## src/rtl/trap_ctrl.sv

```systemverilog
// Trap sequencer: captures ecall/ebreak/mret/timer events at retirement, drains
// the pipeline, issues one CSR update strobe and then redirects fetch.
module trap_ctrl #(
   parameter int XLEN      = 64,
   parameter int DRAIN_MAX = 255
) (
   input  logic            clk,
   input  logic            rst,
   input  logic            wb_valid,
   input  logic [XLEN-1:0] wb_pc,
   input  logic [XLEN-1:0] wb_next_pc,
   input  logic            wb_ecall,
   input  logic            wb_ebreak,
   input  logic            wb_mret,
   input  logic            clint_mtip,
   input  logic            mstatus_mie,
   input  logic            mie_mtie,
   input  logic [XLEN-1:0] mtvec,
   input  logic [XLEN-1:0] mepc,
   input  logic            pipe_idle,
   input  logic            redirect_ready,
   output logic            busy,
   output logic            flush,
   output logic            csr_trap_we,
   output logic            csr_mret_we,
   output logic [XLEN-1:0] trap_mcause,
   output logic [XLEN-1:0] trap_mepc,
   output logic            redirect_valid,
   output logic [XLEN-1:0] redirect_pc,
   output logic            drain_err
);
   localparam logic [1:0] S_IDLE     = 2'd0;
   localparam logic [1:0] S_DRAIN    = 2'd1;
   localparam logic [1:0] S_COMMIT   = 2'd2;
   localparam logic [1:0] S_REDIRECT = 2'd3;

   localparam logic [7:0]      DRAIN_LIMIT   = 8'(DRAIN_MAX);
   localparam logic [XLEN-1:0] MCAUSE_ECALL  = XLEN'(11);
   localparam logic [XLEN-1:0] MCAUSE_EBREAK = XLEN'(3);
   localparam logic [XLEN-1:0] MCAUSE_MTI    = {1'b1, {(XLEN-1){1'b0}}} | XLEN'(7);

   logic [1:0]      r_state;
   logic            r_kind_mret;
   logic [XLEN-1:0] r_mcause;
   logic [XLEN-1:0] r_mepc;
   logic [XLEN-1:0] r_redirect_pc;
   logic [7:0]      r_cnt;
   logic            r_drain_err;

   logic            w_irq;
   logic            w_sync;
   logic [7:0]      w_cnt_inc;
   logic [XLEN-1:0] w_tvec_base;
   logic [XLEN-1:0] w_target;

   // The timer line is level-sensitive, so a deferred interrupt simply stays visible.
   assign w_irq       = clint_mtip & mstatus_mie & mie_mtie;
   assign w_sync      = wb_ecall | wb_ebreak | wb_mret;
   assign w_cnt_inc   = r_cnt + 8'd1;
   assign w_tvec_base = {mtvec[XLEN-1:2], 2'b00};

   always_comb begin
      w_target = w_tvec_base;
      if (r_kind_mret)
         w_target = mepc;
      else if (mtvec[1:0] == 2'b01 && r_mcause[XLEN-1])
         w_target = w_tvec_base + {r_mcause[XLEN-3:0], 2'b00};
   end

   always_ff @(posedge clk) begin
      if (rst) begin
         r_state       <= S_IDLE;
         r_kind_mret   <= 1'b0;
         r_mcause      <= '0;
         r_mepc        <= '0;
         r_redirect_pc <= '0;
         r_cnt         <= '0;
         r_drain_err   <= 1'b0;
      end else begin
         case (r_state)
            S_IDLE: begin
               if (wb_valid && (w_sync || w_irq)) begin
                  r_state     <= S_DRAIN;
                  r_cnt       <= '0;
                  r_kind_mret <= wb_mret && !wb_ecall && !wb_ebreak;
               end
               if (wb_valid) begin
                  if (wb_ecall) begin
                     r_mcause <= MCAUSE_ECALL;
                     r_mepc   <= wb_pc;
                  end else if (wb_ebreak) begin
                     r_mcause <= MCAUSE_EBREAK;
                     r_mepc   <= wb_pc;
                  end else if (!wb_mret && w_irq) begin
                     r_mcause <= MCAUSE_MTI;
                     r_mepc   <= wb_next_pc;
                  end
               end
            end
            S_DRAIN: begin
               r_cnt <= w_cnt_inc;
               if (pipe_idle) begin
                  r_state <= S_COMMIT;
               end else if (w_cnt_inc == DRAIN_LIMIT) begin
                  r_drain_err <= 1'b1;
                  r_state     <= S_COMMIT;
               end
            end
            S_COMMIT: begin
               r_redirect_pc <= w_target;
               r_state       <= S_REDIRECT;
            end
            S_REDIRECT: begin
               if (redirect_ready)
                  r_state <= S_IDLE;
            end
            default: r_state <= S_IDLE;
         endcase
      end
   end

   assign busy           = (r_state != S_IDLE);
   assign flush          = (r_state == S_DRAIN) && (r_cnt == 8'd0);
   assign csr_trap_we    = (r_state == S_COMMIT) && !r_kind_mret;
   assign csr_mret_we    = (r_state == S_COMMIT) && r_kind_mret;
   assign trap_mcause    = r_mcause;
   assign trap_mepc      = r_mepc;
   assign redirect_valid = (r_state == S_REDIRECT);
   assign redirect_pc    = r_redirect_pc;
   assign drain_err      = r_drain_err;

   // Retirement must be stalled while a sequence is in flight.
   a_no_retire_when_busy: assert property (@(posedge clk) disable iff (rst) !(busy && wb_valid));

endmodule

```

## config.mk

```make
export PLATFORM = sky130hd
export DESIGN_NAME = trap_ctrl
export DESIGN_NICKNAME = d
export VERILOG_FILES = /design/src/rtl/trap_ctrl.sv
export SDC_FILE = /design/constraint.sdc
export NUM_CORES = 1
export LEC_CHECK = 0
export CAP_MARGIN = 0
export CORE_AREA = 2 2 181 183
export CTS_BUF_LIST = sky130_fd_sc_hd__clkbuf_16
export DETAILED_ROUTE_END_ITERATION = 8
export DIE_AREA = 0 0 183 185
export SLEW_MARGIN = 20
export SYNTH_ARGS = -nofsm -noshare
export SYNTH_HDL_FRONTEND = slang
export SYNTH_SLANG_ARGS = --single-unit
```

## constraint.sdc

```tcl
create_clock -name clk -period 9 [get_ports clk]
set_input_delay 2.7 -clock clk [delete_from_list [all_inputs] [get_ports clk]]
set_output_delay 2.7 -clock clk [all_outputs]
set_load 0.02 [all_outputs]
```

# Yosys cells after proc, flatten, opt, wreduce, memory -nomap -nowiden
# Index checks and enable logic that the tools add are counted.
[classes]
addsub = 2
multipliers = 0
div = 0
n_lt_le_gt_ge = 0
n_eq_ne = 8
shift = 0
n_mux = 15
bitwise_logic = 5
n_reduce_logical = 23
[ops]
columns = ["op", "count"]
rows = [
  ["$mux W64", 8],
  ["$add A64 B64 Y64", 1],
  ["$pmux W8 S2", 1],
  ["$reduce_and A3 Y1", 3],
  ["$add A8 B1 Y8 const B", 1],
  ["$eq A8 B8 Y1 const B", 1],
  ["$logic_and A1 B1 Y1", 8],
  ["$logic_not A8 Y1", 1],
  ["$mux W2", 4],
  ["$mux W8", 1],
  ["$pmux W2 S4", 1],
  ["$eq A2 B1 Y1 const B", 2],
  ["$eq A2 B2 Y1 const B", 2],
  ["$logic_not A1 Y1", 4],
  ["$ne A2 B2 Y1 const B", 2],
  ["$reduce_and A2 Y1", 2],
  ["$reduce_bool A2 Y1", 2],
  ["$ne A3 B3 Y1 const B", 1],
  ["$reduce_bool A3 Y1", 1],
  ["$and A1 B1 Y1", 2],
  ["$logic_not A2 Y1", 1],
  ["$or A1 B1 Y1", 2],
  ["$logic_or A1 B1 Y1", 1],
  ["$not A1 Y1", 1],
]
[totals]
reg_bits = 204
latch_bits = 0
ram_bits = 0
romBits = 0
input_bits = 267
out_inout_bits = 198
wordCells = 60
memories = 0

# Logic depth before layout (Yosys ltp)
[logic_depth]
depth_word = 6
depth_mapped = 9
depth_no_buf = 8

# Least setup slack after synthesis
# OpenSTA, ideal clock, no wires.
[synth_path]
path_kind = "input-to-reg"
start = "in mtvec[2]"
end = "reg r_redirect_pc[36], in the netlist redirect_pc[36]"
setup_ps = 79
arrival_ps = 4617
required_time_ps = 8921
path_slack_ps = 4304
stages = 9
path_buffers = 2
path_cell_list = "ha_1 > fa_1 > a21o_1 > a21o_1 > nand3_1 > clkbuf_1 > clkbuf_1 > o211ai_1 > o211ai_1"
[synth_via]
elab_chain_cells = 3
[synth_lines]
columns = ["item", "line", "rtl"]
rows = [
  ["start, declared", "18", "input logic [XLEN-1:0] mtvec,"],
  ["$add A64 B64 Y64", "67", "w_target = w_tvec_base + {r_mcause[XLEN-3:0], 2'b00};"],
  ["$mux W64", "66", "else if (mtvec[1:0] == 2'b01 && r_mcause[XLEN-1])"],
  ["$mux W64", "64", "if (r_kind_mret)"],
  ["end signal, assigned", "110", "r_redirect_pc <= w_target;"],
  ["end, declared", "46", "logic [XLEN-1:0] r_redirect_pc;"],
]
# No other way between the ends.
# A chain may end at the register's enable or synchronous reset.

# Worst setup path after layout
[layout_path]
start = "reg r_state[0]"
end = "out csr_mret_we"
[layout_via]
elab_chain_cells = 2
[layout_lines]
columns = ["item", "line", "rtl"]
rows = [
  ["start, declared", "42", "logic [1:0] r_state;"],
  ["start signal, assigned", "72", "r_state <= S_IDLE;"],
  ["start signal, assigned", "83", "r_state <= S_DRAIN;"],
  ["start signal, assigned", "103", "r_state <= S_COMMIT;"],
  ["$eq A2 B2 Y1", "125", "assign csr_mret_we = (r_state == S_COMMIT) && r_kind_mret;"],
  ["$logic_and A1 B1 Y1", "125", ""],
  ["end, declared", "25", "output logic csr_mret_we,"],
]
# No other way between the ends.

==> results.json <==
{
  "intPower_mw": 1.79,
  "yosys-top-cells-area": "dfxtp_1 34%, nand2_1 8.3%, a311oi_1 7.0%",
  "ctsResizeCount": 0,
  "drc": 0,
  "cp-start-kind": "flop",
  "row_count": 66,
  "p_sw_mw": 1.06,
  "insertion_delay_ns": 0.44,
  "wl_per_cell_um": 18.9,
  "ant_nets": 0,
  "antenna_found_initial": 1,
  "cts_max_level": 4,
  "cts_tree": "yes",
  "vias": 9533,
  "fin_cells": 1849,
  "postCtsSetupBuffers": 0,
  "worst_pin_slew_ns": 1.04,
  "clockPowerShare_pct": 27.1,
  "synth_area_per_cell_um2": 7.79,
  "cap_violations": 0,
  "grt_pass1_wl_um": 51700,
  "final_common_cell": "clkdlybuf4s50_1",
  "grt_pass1_vias": 9038,
  "leakage_nw": 4.57,
  "busiest_layer": "met2",
  "fmax_ghz": 0.178,
  "synth_xor_area_share_pct": 2.09,
  "p_comb_share_pct": 42.2,
  "crit_arrival_ns": 2.91,
  "die_h_um": 185,
  "drive_gt1_share_pct": 4.31,
  "synth_enable_flop_cells": 0,
  "p_per_area_nw_per_um2": 217,
  "wl_um": 35000,
  "numCtsBuffers": 17,
  "crit_type": "flop to primary output",
  "crit_fanout": 55,
  "grt_usage_pct": 19.7,
  "post-route-min-period_ns": 5.61,
  "relSlewSlack_pct": 30.1,
  "drt-vias-per-instance": 5.16,
  "die_x_um": 183,
  "hold_buffers": 0,
  "cts.sink_count": 143,
  "ys.warnings.count": 0,
  "crit_slowest_cell": "clkdlybuf4s50_1",
  "synth_compound_area_share_pct": 23.9,
  "coreArea_um2": 32000,
  "clk_pin_slew_ns": 0.06,
  "synth_top_family_by_area": "simple AND/OR/NAND/NOR gates",
  "yosys.area_share.simple_pct": 26.5,
  "pwr-share-seq_pct": 30.7,
  "synth_mux_area_share_pct": 1.56,
  "timing.setup.tns_ns": 0,
  "required_ns": 6.30,
  "finClkSkew_ns": 0.00935,
  "rsz0062_at_grt": "no",
  "synthAdderAreaFrac_pct": 1.88,
  "drt_iter0_markers": 494,
  "peakVddDrop_mv": 0.119,
  "gp_congestion": 0.820,
  "grt_max_degree": 86,
  "fin_crit_sh_pct": 62.4,
  "portBuffers": 405,
  "hold_class": "flop to flop",
  "path_cells": "inv_1, ha_1, nand2_1, inv_2, buf_4, clkdlybuf4s50_1",
  "async_reset_ff_share_pct": 0,
  "dpl.hpwl_um": 26100,
  "grt_overflow": 0,
  "synthFlopType": "dfxtp_1",
  "synth_top_area_share_pct": 34.2,
  "pin_count": 465,
  "synth_seq_cells": 143,
  "area_growth_syn_to_layout_pct": 56.7,
  "p_sw_share_pct": 37.2,
  "status": "finished, final reports clean",
  "syn_area_um2": 8370,
  "dpl.cell_count": 1817,
  "start_util_pct": 26.1,
  "ys_seq_area_share_pct": 34.2,
  "use_met2_pct": 34.1,
  "cpPeakStageDelay_ns": 0.73,
  "hold_viol_final": 0,
  "grtUsageMet3_pct": 6.53,
  "clock_path_buffers": 2,
  "die-area_um2": 33900,
  "synth_top_area_cell": "dfxtp_1",
  "synth_cell_types": 73,
  "cts_root_buf": "clkbuf_16",
  "layout_common_cells": "404 x clkdlybuf4s50_1, 185 x nand2_1, 143 x dfxtp_1",
  "syn-instance-count": 1074,
  "drt-pass1-iter-count": 5,
  "slew_violations": 0,
  "grtUsageMet1_pct": 22.8,
  "setup_viol": 0,
  "final_nets": 1707,
  "cp-end-kind": "primary output"
}
logic make-up (layout without fill, tap and decap cells):
group,Yosys count,in the layout
compound gates,267,267
buf+inv,157,465
other cells,1,60
flops,143,143
fa+ha+maj,12,12
mux,13,13
xor+xnor,20,20
simple gates,461,461
through the flow:
| step | power [mW] | cell area, µm² | hold slack (ns) | worst slack, ns | utilization [%] |
|---|---|---|---|---|---|
| after floorplan | 1.53 | 8580 | 0.453 | 4.30 | - |
| after global placement | 2.08 | 12500 | 0.455 | 3.28 | 39.0 |
| after detailed placement | 2.09 | 12500 | 0.464 | 3.16 | 39.0 |
| after CTS | 2.88 | 13100 | 0.475 | 3.29 | 40.9 |
| after global routing | 3.01 | 13100 | 0.504 | 3.16 | 40.9 |
| final | 2.85 | 13100 | 0.474 | 3.39 | 40.9 |
cell usage after synthesis, types with 4 or more instances:
cell and instances:
a211oi_1 7, a21o_1 5, a21oi_1 24, a22oi_1 54
a311oi_1 67, a31oi_1 8, and3_1 10, buf_1 8
buf_4 61, clkbuf_1 68, dfxtp_1 143, ha_1 11
inv_1 15, mux2i_1 13, nand2_1 185, nand2b_1 5
nand3_1 35, nand4_1 26, nor2_1 108, nor3_1 16
nor3_2 4, nor4_1 9, o211ai_1 42, o21ai_0 11
o22ai_1 16, or3_1 11, or4_1 21, xnor2_1 11
xor2_1 9
power by group through the flow:
stage | clock, mW | combinational, mW | sequential (mW)
5_1_grt | 0.818 | 1.29 | 0.895
3_5_place_dp | 0 | 1.20 | 0.888
2_1_floorplan | 0 | 0.491 | 1.04
6_report | 0.772 | 1.20 | 0.877
4_1_cts | 0.790 | 1.21 | 0.878
3_3_place_gp | 0 | 1.19 | 0.888
critical path: cells and delay by family (launching register included):
kind	cells	cell delay, ns
buf+inv	4	1.42
fa+ha+maj	1	0.56
flops	1	0.34
simple gates	1	0.17
final cells by class:
type,instances,area (µm²)
Tap cell,408,510
Clock inverter,14,193
Timing Repair Buffer,415,4130
Inverter,19,71.3
Clock buffer,17,425
Multi-Input combinational cell,832,4920
Fill cell,3225,18900
Antenna cell,1,2.50
Sequential cell,143,2860
metal layers:
metal / part of all wire [%] / vias to the layer above
li1: - / 4571
met2: 49 / 439
met5: 0 / -
met3: 9.2 / 48
met1: 40 / 4475
met4: 2.5 / 0
worst paths after layout:
kind	startpoint	endpoint	slack, ns	cells past startpoint
worst max-delay path	r_state[0]$_SDFFE_PP0P_	csr_mret_we	3.39	6
worst min-delay path	redirect_pc[5]$_SDFFE_PP0P_	redirect_pc[5]$_SDFFE_PP0P_	0.47	2
worst max register to register	trap_mcause[1]$_SDFFE_PP0P_	redirect_pc[46]$_SDFFE_PP0P_	5.91	7
worst min register to register	redirect_pc[5]$_SDFFE_PP0P_	redirect_pc[5]$_SDFFE_PP0P_	0.47	2
registers in the layout, indices dropped and copies added, names as in the netlist:
name         count
redirect_pc     64
trap_mepc       64
r_cnt            8
trap_mcause      3
r_state          2
drain_err        1
r_kind_mret      1
Power figures use the tool's default switching activity.
